### config.mk
export PLATFORM = sky130hd
export DESIGN_NAME = nand3_bist
export DESIGN_NICKNAME = d
export VERILOG_FILES = /design/src/rtl/nand3_bist.sv
export SDC_FILE = /design/constraint.sdc
export NUM_CORES = 1
export LEC_CHECK = 0
export CELL_PAD_IN_SITES_DETAIL_PLACEMENT = 1
export CELL_PAD_IN_SITES_GLOBAL_PLACEMENT = 1
export CORE_MARGIN = 5
export CORE_UTILIZATION = 40
export DETAILED_ROUTE_END_ITERATION = 10
export GPL_TIMING_DRIVEN = 0
export PLACE_DENSITY = 0.87
export RECOVER_POWER = 100
export SYNTH_ARGS = -nofsm -noshare
export SYNTH_HDL_FRONTEND = slang
export SYNTH_SLANG_ARGS = --single-unit
### constraint.sdc
create_clock -name CLK -period 4.2 [get_ports CLK]
set_input_delay 1.26 -clock CLK [delete_from_list [all_inputs] [get_ports CLK]]
set_output_delay 1.26 -clock CLK [all_outputs]
set_load 0.05 [all_outputs]
### src/rtl/nand3_bist.sv
// rtl/nand3_bist.sv - exhaustive 8-vector BIST sequencer for a 3-input NAND cell
// Optional response MISR on SIG is enabled by defining NAND3_BIST_MISR_EN.

module nand3_bist #(
  parameter int unsigned SETTLE_CYC = 2
) (
  input  logic       CLK,
  input  logic       R,
  input  logic       START,
  output logic       DUT_A,
  output logic       DUT_B,
  output logic       DUT_C,
  input  logic       DUT_Y,
  output logic       BUSY,
  output logic       DONE,
  output logic       PASS,
  output logic [3:0] ERR_CNT,
  output logic [2:0] FIRST_FAIL,
  output logic [7:0] SIG
);

  typedef enum logic [2:0] {
    IDLE   = 3'd0,
    DRIVE  = 3'd1,
    SETTLE = 3'd2,
    SAMPLE = 3'd3,
    FIN    = 3'd4
  } state_t;

  localparam logic [3:0] SETTLE_INIT = (SETTLE_CYC == 0) ? 4'd0 : 4'(SETTLE_CYC - 1);

  state_t     state_q, state_d;
  logic [2:0] v_q, v_d;
  logic [3:0] cnt_q, cnt_d;
  logic       busy_q, busy_d;
  logic       done_q, done_d;
  logic       pass_q, pass_d;
  logic [3:0] err_q, err_d;
  logic [2:0] ff_q, ff_d;
  logic       mismatch;

  // Only the all-ones vector should pull a good NAND3 output low.
  assign mismatch = (DUT_Y != ~(&v_q));

  always_comb begin
    state_d = state_q;
    v_d     = v_q;
    cnt_d   = cnt_q;
    pass_d  = pass_q;
    err_d   = err_q;
    ff_d    = ff_q;
    case (state_q)
      IDLE: begin
        if (START) begin
          state_d = DRIVE;
          v_d     = 3'd0;
          err_d   = 4'd0;
          ff_d    = 3'd0;
          pass_d  = 1'b0;
        end
      end
      DRIVE: begin
        if (SETTLE_CYC == 0) begin
          state_d = SAMPLE;
        end else begin
          state_d = SETTLE;
          cnt_d   = SETTLE_INIT;
        end
      end
      SETTLE: begin
        if (cnt_q == 4'd0) begin
          state_d = SAMPLE;
        end else begin
          cnt_d = cnt_q - 4'd1;
        end
      end
      SAMPLE: begin
        if (mismatch) begin
          err_d = err_q + 4'd1;
          if (err_q == 4'd0) begin
            ff_d = v_q;
          end
        end
        if (v_q == 3'd7) begin
          state_d = FIN;
          pass_d  = (err_q == 4'd0) && !mismatch;
        end else begin
          state_d = DRIVE;
          v_d     = v_q + 3'd1;
        end
      end
      FIN:     state_d = IDLE;
      default: state_d = IDLE;
    endcase
    busy_d = (state_d == DRIVE) || (state_d == SETTLE) || (state_d == SAMPLE);
    done_d = (state_d == FIN);
  end

  always_ff @(posedge CLK or negedge R) begin
    if (!R) begin
      state_q <= IDLE;
      v_q     <= 3'd0;
      cnt_q   <= 4'd0;
      busy_q  <= 1'b0;
      done_q  <= 1'b0;
      pass_q  <= 1'b0;
      err_q   <= 4'd0;
      ff_q    <= 3'd0;
    end else begin
      state_q <= state_d;
      v_q     <= v_d;
      cnt_q   <= cnt_d;
      busy_q  <= busy_d;
      done_q  <= done_d;
      pass_q  <= pass_d;
      err_q   <= err_d;
      ff_q    <= ff_d;
    end
  end

`ifdef NAND3_BIST_MISR_EN
  logic [7:0] sig_q, sig_d;
  logic       fb;

  always_comb begin
    fb    = sig_q[7] ^ sig_q[5] ^ sig_q[4] ^ sig_q[3];
    sig_d = sig_q;
    if (state_q == IDLE && START) begin
      sig_d = 8'hFF;
    end else if (state_q == SAMPLE) begin
      sig_d = {sig_q[6:0], fb ^ DUT_Y};
    end
  end

  always_ff @(posedge CLK or negedge R) begin
    if (!R) begin
      sig_q <= 8'h00;
    end else begin
      sig_q <= sig_d;
    end
  end

  assign SIG = sig_q;
`else
  assign SIG = 8'h00;
`endif

  // The stimulus lines are the vector register itself, so they hold the last vector when idle.
  assign {DUT_A, DUT_B, DUT_C} = v_q;
  assign BUSY       = busy_q;
  assign DONE       = done_q;
  assign PASS       = pass_q;
  assign ERR_CNT    = err_q;
  assign FIRST_FAIL = ff_q;

endmodule

; ---- After elaboration in Yosys (flattened, before gate mapping)
; Cells that the tools add are included.
[op_classes]
add_sub_neg = 3
eq_ne = 15
muxes = 18
n_bitwise = 1
reduce_logical = 15
[ops]
columns = operator, n
row1 = $mux W3, 7
row2 = $pmux W4 S2, 2
row3 = $eq A3 B2 Y1 const B, 4
row4 = $mux W4, 3
row5 = $ne A2 B2 Y1 const B, 6
row6 = $pmux W3 S2, 2
row7 = $pmux W3 S4, 1
row8 = $reduce_and A3 Y1, 4
row9 = $logic_not A4 Y1, 2
row10 = $eq A3 B1 Y1 const B, 2
row11 = $eq A3 B3 Y1 const B, 2
row12 = $add A4 B1 Y4 const B, 1
row13 = $reduce_and A4 Y1, 1
row14 = $reduce_bool A2 Y1, 2
row15 = $sub A4 B1 Y4 const B, 1
row16 = $add A3 B1 Y3 const B, 1
row17 = $logic_not A3 Y1, 1
row18 = $logic_or A1 B1 Y1, 2
row19 = $mux W1, 2
row20 = $pmux W1 S2, 1
row21 = $reduce_and A2 Y1, 1
row22 = $logic_and A1 B1 Y1, 1
row23 = $logic_not A1 Y1, 1
row24 = $ne A1 B1 Y1, 1
row25 = $not A1 Y1, 1
[totals]
ff_bits = 20
word_cells = 60

; ---- Longest topological paths before layout
; Gate-level depths: netlist of the first run.
[depth]
ltp_word = 7
depth_mapped = 6
ltp_nobuf = 6

; ---- Least setup slack after synthesis of the first run
; OpenSTA, ideal clock, no wires.
[synth_timing]
kind = input port to flip-flop
start = input port START
end = register ff_q[0], in the netlist FIRST_FAIL[0]
arrival_ps = 2265
setup_slack_ps = 1813
path_stages = 4
path_buffers = 0
cell_sequence = or4b_4 > o21a_4 > or2_1 > a22o_1
[synth_between]
elab_chain_cells = 2
[synth_rtl]
columns = element, line_no
row1 = "start, declared", 9  ; input logic START,
row2 = $ne A2 B2 Y1 (no line), n/a
row3 = $reduce_and A4 Y1 (no line), n/a
row4 = "end signal, assigned", 108  ; ff_q <= 3'd0;
row5 = "end signal, assigned", 117  ; ff_q <= ff_d;
row6 = "end, declared", 39  ; logic [2:0] ff_q, ff_d;
; Every way passes these cells.
; A chain may end at the register's enable or synchronous reset.

; ---- Worst setup path in the final report of the first run
[layout_timing]
start = register err_q[1], in the netlist ERR_CNT[1]
end = output port ERR_CNT[1]
[layout_lines]
columns = element, line_no
row1 = "start, declared", 38  ; logic [3:0] err_q, err_d;
row2 = "start signal, assigned", 116  ; err_q <= err_d;
row3 = "end, declared", 17  ; output logic [3:0] ERR_CNT,
; No word-level cell between the ends.

==> results.toml, run 1 <==
[run_status]
outcome = "finished, final reports clean"

[cts]
clockRootBuffer = "clkbuf_4"
cts_sinks = 20
htree_levels = 1
cts_buffer_depth = 2
ctsHoldBuffers = 0
cts_resized = 0
postCtsSetupRepairBufs = 0
cts_buffers = 3
cts_tree = "yes"
insertion_delay_ns = 0.31
clkTransAtPathRegs_ns = 0.12

[place]
place_inst = 162
gp_congestion = 0.829
numPortBuffers = 16
hpwlAfterDp_mm = 1.92

[setup_path]
arrival_ns = 1.66
cp_max_fo = 5
start_kind = "register"
slowest_delay_ns = 0.91
critPathBufInv = 1
crit_cells = 1
critical_path_class = "register to primary output"
cp.required_ns = 2.94
endpoint_kind = "primary output"
path_delay_family = "buffers and inverters"
reg2reg_depth = 5
crit_slowest_cell = "dlygate4sd3_1"
path_cells = "dlygate4sd3_1"

[timing]
tightestPinTransition_ns = 0.910
fin_crit_sh_pct = 69.6
hold_viol = 0
setup_viol = 0
min_period_ns = 2.92
slew_viol_final = 0
setup_tns_ns = 0
slew_headroom_pct = 39.1
fmax_mhz = 342
clock_skew_ns = 0.00436
rsz0062_at_grt = "false"

[global_route]
grt_pass1_wl_mm = 4.46
antenna_found_initial = 0
track_usage_pct = 14.0
first_global_vias = 961
overflow = 0
grt_max_degree = 21

[synthesis]
netlist_instances = 108
synth_edf_count = 0
ys_types = 36
synth_top_cell_area_share_pct = 46.0
synth_common_cells = "dfrtp_1 (20), nor2_1 (10), buf_4 (8), inv_1 (8), o21ai_0 (8)"
synth_area_per_cell_um2 = 10.1
synth_top_cell_by_area = "dfrtp_1"
seq_area_frac_synth_pct = 46.0
syn_area_um2 = 1090
ys.flop_type = "dfrtp_1"
yosys_warnings = 0
synth_top_cells_by_area = "dfrtp_1 (46%), ha_1 (6.9%), buf_4 (5.5%)"
yosysMostFrequentCell = "dfrtp_1"
yosys_register_bits = 20
postSynth.asyncResetShare_pct = 100

[route]
via_per_inst = 5.36
vias = 890
drt_iter0_drc = 26
drt_wl_total_mm = 2.60
wl_per_cell_um = 15.6
drcViolationCount = 0
drtAntennaViolNets = 0
dr.pass1.iters = 3

[floorplanning]
start_util_pct = 40.5
die_x_um = 62.2
num_io_pins = 25
fp.coreArea_um2 = 2690
die_area_um2 = 3860
die_h_um = 62.2
placementRows = 19

[cells_and_area]
multi_input_area_um2 = 493
seqCellArea_um2 = 500
nFillCells = 316
area_delta_synth_final_pct = 24.4
drive_gt1_share_pct = 11.1
finalNonFillerCells = 166
nets = 146
diodes = 0

[job]
cap_violations = 0

[power]
p_leak_uw = 0.000661
ir_worst_vdd_mv = 0.480
power.density_nw_per_um2 = 744

[worst_hold_path]
holdCritPathClass = "register to register"
holdPathStages = 1
==> power breakdown <==
part / switching [µW] / internal [µW]
clock: 64.0 / 96.5
sequential: 61.1 / 255
combinational: 348 / 183
total: 473 / 535
==> worst paths after layout <==
kind | from | to | slack [ns]
hold / removal | FIRST_FAIL[2] | FIRST_FAIL[2] | 0.51
setup / recovery | ERR_CNT[1] | ERR_CNT[1] | 1.28
min in group asynchronous | R | DONE | 1.51
hold reg to reg | FIRST_FAIL[2] | FIRST_FAIL[2] | 0.51
setup reg to reg | state_q[1] | FIRST_FAIL[0] | 2.15
max in group asynchronous | R | cnt_q[1] | 2.13
==> flip-flops by register name (all words and copies together) (netlist names) <==
register	cells
cnt_q	4
state_q	3
BUSY	1
FIRST_FAIL	3
ERR_CNT	4
DONE	1
PASS	1
v_q	3
==> layout make-up <==
class	instances	area share, %
Buffer	11	5.82
Clock buffer	3	1.66
Clock inverter	1	2.22
Inverter	8	2.22
Multi-Input combinational cell	76	36.4
Sequential cell	20	37.0
Tap cell	31	2.87
Timing Repair Buffer	16	11.8
==> routing by layer <==
layer / vias to the layer above / track usage (%) / part of all wire (%)
li1: 420 / - / -
met1: 449 / 16.3 / 44
met2: 17 / 24.2 / 51
met3: 4 / 4.86 / 4.3
met4: 0 / 3.25 / 0.69
met5: - / 0 / 0
==> cell families (layout without fill, tap and decap cells) <==
group                    Yosys count  count (layout)  synth area share, %
AND/OR/NAND/NOR                   28              28                 14.1
buffers and inverters             19              39                 10.1
flip-flops                        20              20                 46.0
other                              1               8                0.344
XOR/XNOR                           2               2                 1.61
AO/OA/AOI/OAI                     29              29                 17.9
adder cells (fa/ha/maj)            6               6                 6.90
multiplexers                       3               3                 2.99
==> per-stage QoR <==
stage / utilization, % / setup slack (ns) / total power [µW] / hold slack [ns] / area, µm²
final: 50.4 / 1.28 / 1010 / 0.513 / 1350
after global routing: 50.4 / 1.18 / 1080 / 0.558 / 1350
after CTS: 50.9 / 1.31 / 1040 / 0.527 / 1370
after detailed placement: 48.9 / 1.12 / 872 / 0.497 / 1310
after global placement: 48.9 / 1.15 / 841 / 0.495 / 1310
after floorplan: - / 1.81 / 708 / 0.512 / 1110
==> placed cells by master, fill, tap and decap left out, types with 2 or more instances in the layout <==
| master | Yosys | final |
|---|---|---|
| a21oi_1 | 7 | 7 |
| a22o_1 | 6 | 6 |
| buf_4 | 8 | 8 |
| clkbuf_1 | 0 | 2 |
| clkbuf_4 | 0 | 3 |
| conb_1 | 1 | 8 |
| dfrtp_1 | 20 | 20 |
| dlygate4sd3_1 | 0 | 15 |
| ha_1 | 6 | 6 |
| inv_1 | 8 | 8 |
| mux2_2 | 2 | 2 |
| nor2_1 | 10 | 10 |
| nor3_1 | 4 | 4 |
| o21a_1 | 2 | 3 |
| o21ai_0 | 8 | 8 |
| or3_1 | 3 | 3 |
Note: power is estimated with default switching activity, not from simulation.
==> inputs of run 2 (changes only) <==
--- a/config.mk
+++ b/config.mk
@@ -8,10 +8,10 @@
 export CELL_PAD_IN_SITES_DETAIL_PLACEMENT = 1
 export CELL_PAD_IN_SITES_GLOBAL_PLACEMENT = 1
 export CORE_MARGIN = 5
-export CORE_UTILIZATION = 40
+export CORE_UTILIZATION = 33
 export DETAILED_ROUTE_END_ITERATION = 10
 export GPL_TIMING_DRIVEN = 0
-export PLACE_DENSITY = 0.87
+export PLACE_DENSITY = 0.77
 export RECOVER_POWER = 100
 export SYNTH_ARGS = -nofsm -noshare
 export SYNTH_HDL_FRONTEND = slang
==> constraint.sdc (replaced) <==
create_clock -name CLK -period 2.55 [get_ports CLK]
set_input_delay 0.765 -clock CLK [delete_from_list [all_inputs] [get_ports CLK]]
set_output_delay 0.765 -clock CLK [all_outputs]
set_load 0.05 [all_outputs]
==> results.toml, run 2 (synthesis gave the netlist of run 1 again) <==
[cts]
insertion_delay_ns = 0.30
cts_buffer_depth = 2
postCtsSetupRepairBufs = 0
clkTransAtPathRegs_ns = 0.12
ctsHoldBuffers = 0
clockRootBuffer = "clkbuf_4"
htree_levels = 1
cts_tree = "yes"
cts_buffers = 3
cts_resized = 0
cts_sinks = 20

[cells_and_area]
area_delta_synth_final_pct = 25.2
diodes = 0
final_cell_mix = "dfrtp_1 (20), dlygate4sd3_1 (15), nor2_1 (10)"
finalNonFillerCells = 179
nets = 146
final_common_cell = "dfrtp_1"
stdcell_area_um2 = 1360
drive_gt1_share_pct = 12.6

[setup_path]
cp_max_fo = 5
startpoint = "ERR_CNT[1]"
critPathBufInv = 1
endpoint_kind = "primary output"
crit_slowest_cell = "dlygate4sd3_1"
path_delay_family = "buffers and inverters"
arrival_ns = 1.63
critical_path_class = "register to primary output"
r2r_start = "v_q[1]"
path_cells = "dlygate4sd3_1"
cp.required_ns = 1.79
start_kind = "register"
slowest_delay_ns = 0.90

[global_route]
antenna_found_initial = 0
overflow = 0
first_global_vias = 936
grt_max_degree = 21
grt_pass1_wl_mm = 4.32
track_usage_pct = 12.2

[timing]
slew_headroom_pct = 38.1
fmax_mhz = 417
fin_crit_sh_pct = 94.0
hold_viol = 0
layout_setup_ws_ns = 0.154
tightestPinTransition_ns = 0.925
clock_skew_ns = 0.00445
rsz0062_at_grt = "false"
setup_viol = 0
slew_viol_final = 0
min_period_ns = 2.40

[floorplanning]
die_x_um = 67.4
start_util_pct = 35.1
fp.coreArea_um2 = 3100
die_area_um2 = 4550
num_io_pins = 25
placementRows = 20
die_h_um = 67.4

[route]
dr.pass1.iters = 3
drcViolationCount = 0
wl_per_cell_um = 13.7
via_per_inst = 4.79
vias = 858
drt_iter0_drc = 58
drtAntennaViolNets = 0
drt_wl_total_mm = 2.45

[place]
dp_slack_ns = -0.0234
hpwlAfterDp_mm = 1.93
gp_congestion = 0.788
place_inst = 175
placed_area_um2 = 1330
numPortBuffers = 16

[power]
p_leak_uw = 0.000658
ir_worst_vdd_mv = 0.506
power.density_nw_per_um2 = 1150
p_total_uw = 1570

[worst_hold_path]
holdCritPathClass = "register to register"
hold_path_startpoint = "FIRST_FAIL[0]"

[run_status]
outcome = "finished, final reports clean"

[job]
cap_violations = 0
[run 2: changes by cell type in the layout (fill, tap and decap cells not counted), sizes merged]
cell,change
buf,+1
bufinv,-1
[run 2: worst paths after layout]
path | endpoint | slack (ns) | cells after the start
setup / recovery | ERR_CNT[1] | 0.15 | 1
hold / removal | FIRST_FAIL[0] | 0.51 | 1
setup reg to reg | FIRST_FAIL[2] | 0.61 | 6
hold reg to reg | FIRST_FAIL[0] | 0.51 | 1
max in group asynchronous | state_q[0] | 0.95 | 1
min in group asynchronous | cnt_q[3] | 1.03 | 1
[run 2: metal layers]
metal,GRT usage (%),vias up,part of all wire (%)
met2,22.3,15,51
met4,0.759,0,0
met5,0,-,0
li1,-,421,-
met3,3.83,0,4.7
met1,14.6,422,44
[run 2: power breakdown]
part	leakage [µW]	switching (µW)	internal, µW	total, µW
logic	0.000377	558	311	869
registers	0.000261	94.1	419	514
clock network	0.0000210	101	87.0	188
total	0.000658	753	818	1570
[run 2: through the flow]
stage / hold slack [ns] / util (%) / setup TNS (ns)
floorplan: 0.469 / - / 0
global placement: 0.488 / 42.9 / -0.00751
detailed placement: 0.480 / 42.9 / -0.0613
CTS: 0.525 / 44.0 / 0
global route: 0.549 / 43.9 / 0
finish: 0.512 / 43.9 / 0
[run 2: layout make-up]
type / instances / area, µm²
fill: 387 / 1740
sequential: 20 / 500
multi-input combinational: 76 / 500
timing repair buffer: 16 / 160
buffer: 11 / 80.1
tap: 44 / 55.1
clock buffer: 4 / 36.3
inverter: 8 / 30.0
==> inputs of run 3 (changes only) <==
--- a/config.mk
+++ b/config.mk
@@ -5,13 +5,14 @@
 export SDC_FILE = /design/constraint.sdc
 export NUM_CORES = 1
 export LEC_CHECK = 0
+export ABC_AREA = 1
 export CELL_PAD_IN_SITES_DETAIL_PLACEMENT = 1
 export CELL_PAD_IN_SITES_GLOBAL_PLACEMENT = 1
 export CORE_MARGIN = 5
-export CORE_UTILIZATION = 33
+export CORE_UTILIZATION = 32
 export DETAILED_ROUTE_END_ITERATION = 10
 export GPL_TIMING_DRIVEN = 0
-export PLACE_DENSITY = 0.77
+export PLACE_DENSITY_LB_ADDON = 0.1
 export RECOVER_POWER = 100
 export SYNTH_ARGS = -nofsm -noshare
 export SYNTH_HDL_FRONTEND = slang
==> results.toml, run 3 <==
[setup_path]
critical_path_class = "register to primary output"
endpoint_kind = "primary output"
critPathBufInv = 1
arrival_ns = 1.64
r2r_start = "v_q[1]"
cp.required_ns = 1.79
path_delay_family = "buffers and inverters"
start_kind = "register"
slowest_delay_ns = 0.90
crit_slowest_cell = "dlygate4sd3_1"
startpoint = "ERR_CNT[1]"
regToRegSetupSlack_ns = 0.95
path_cells = "dlygate4sd3_1"
cp_max_fo = 6

[place]
gp_congestion = 0.758
hpwlAfterDp_mm = 1.98
numPortBuffers = 16
place_inst = 209

[worst_hold_path]
holdCritPathClass = "register to register"
hold_path_startpoint = "FIRST_FAIL[0]"

[synthesis]
seq_area_frac_synth_pct = 45.2
postSynth.asyncResetShare_pct = 100
ys_types = 17
synth_top_cell_area_share_pct = 45.2
yosys_warnings = 0
yosysMostFrequentCell = "nand2_1"
synth-compound-area-share_pct = 4.98
synth_xor_area_share_pct = 1.58
synth_top_cell_by_area = "dfrtp_1"
yosys_register_bits = 20
synth_edf_count = 0
ys.flop_type = "dfrtp_1"
synthSimpleGateAreaFrac_pct = 30.2
syn_area_um2 = 1110
synth_top_family_by_area = "simple AND/OR/NAND/NOR gates"
synth_common_cells = "nand2_1 (40), dfrtp_1 (20), inv_1 (16), nor2_1 (14), nand3_1 (11)"
synthAdderAreaFrac_pct = 6.79
synth_area_per_cell_um2 = 7.90
synthMuxAreaShare_pct = 0
netlist_instances = 140
synth_top_cells_by_area = "dfrtp_1 (45%), nand2_1 (14%), ha_1 (6.8%)"

[cts]
ctsHoldBuffers = 0
cts_sinks = 20
clockRootBuffer = "clkbuf_4"
cts_buffer_depth = 2
insertion_delay_ns = 0.30
cts_tree = "yes"
cts_buffers = 3
clkTransAtPathRegs_ns = 0.11
htree_levels = 1
postCtsSetupRepairBufs = 0
cts_resized = 0

[floorplanning]
placementRows = 21
die_x_um = 68.8
fp.coreArea_um2 = 3340
die_h_um = 68.8
start_util_pct = 33.1
num_io_pins = 25
die_area_um2 = 4730

[timing]
setup_tns_ns = 0
setup_viol = 0
fmax_mhz = 415
hold_viol = 0
tightestPinTransition_ns = 0.931
slew_viol_final = 0
clock_skew_ns = 0.00420
fin_crit_sh_pct = 94.4
rsz0062_at_grt = "false"
min_period_ns = 2.41
slew_headroom_pct = 37.7

[cells_and_area]
nets = 178
area_delta_synth_final_pct = 24.9
finalNonFillerCells = 213
post-route-util_pct = 41.4
drive_gt1_share_pct = 8.98
final_common_cell = "nand2_1"
final_cell_mix = "nand2_1 (42), dfrtp_1 (20), inv_1 (16)"
diodes = 0

[route]
drt_iter0_drc = 51
drtAntennaViolNets = 0
drt_wl_total_mm = 2.43
dr.pass1.iters = 4
via_per_inst = 4.42
vias = 941
drcViolationCount = 0
wl_per_cell_um = 11.4

[power]
power.density_nw_per_um2 = 993
ir_worst_vdd_mv = 0.276
p_leak_uw = 0.000727

[global_route]
grt_max_degree = 21
track_usage_pct = 12.0
first_global_vias = 910
antenna_found_initial = 0
grt_pass1_wl_mm = 4.22
overflow = 0

[job]
cap_violations = 0

[run_status]
outcome = "finished, final reports clean"
[run 3: changes by cell type in the layout (fill, tap and decap cells not counted), sizes merged, moves of 2 or more]
cell	change
o21a	-3
a21oi	-6
inv	+8
nand3	+11
or3	-3
mux2	-2
nor3	-3
nor2	+5
a22o	-6
buf	-2
o21ai	+2
nand2	+42
nand4	+5
[run 3: cells by family after synthesis]
kind of cell / Yosys count
AOI/OAI and AO/OA: 11
xor gates and xnor gates: 2
adders and majority gates: 6
buffers and inverters: 24
DFF: 20
other: 1
and+or+nand+nor: 76
[run 3: worst min-delay path: stages (launching register included)]
cell,delay [ns]
dfrtp_1,0.36
nand2_1,0.05
nand2_1,0.05
[run 3: worst paths after layout]
check,end,depth (start not counted)
worst max register to register,ERR_CNT[1],9
worst min-delay path,FIRST_FAIL[0],2
worst max-delay path,ERR_CNT[1],1
worst min register to register,FIRST_FAIL[0],2
min in group asynchronous,state_q[1],1
max in group asynchronous,ERR_CNT[3],1
[run 3: metrics by stage]
stage / instance area (µm²) / hold WS (ns) / power [µW] / setup WS [ns]
after global placement: 1350 / 0.465 / 1200 / 0.513
final: 1380 / 0.489 / 1370 / 0.143
after CTS: 1390 / 0.500 / 1420 / 0.160
after floorplan: 1130 / 0.469 / 1020 / 0.929
after detailed placement: 1350 / 0.470 / 1230 / 0.489
after global routing: 1380 / 0.525 / 1510 / 0.0560
[run 3: power by group]
group | internal [µW] | total, µW | switching (µW)
registers | 399 | 471 | 71.9
logic | 206 | 713 | 507
clock network | 87.1 | 188 | 101
[run 3: area by class of cell]
class / count / area (µm²)
clock buffers: 4 / 36.3
inverters: 16 / 60.1
well taps: 46 / 57.6
plain buffers: 8 / 60.1
multi-input cells: 103 / 507
repair buffers: 16 / 160
flip-flops and latches: 20 / 500
fillers: 421 / 1960
[run 3: routing by layer]
layer | global-route usage [%] | up-vias | wire length, µm
met2 | 19.9 | 17 | 1150
met5 | 0 | - | 0
met4 | 5.11 | 0 | 48
met1 | 15.2 | 437 | 1120
met3 | 2.11 | 5 | 113
li1 | - | 482 | -
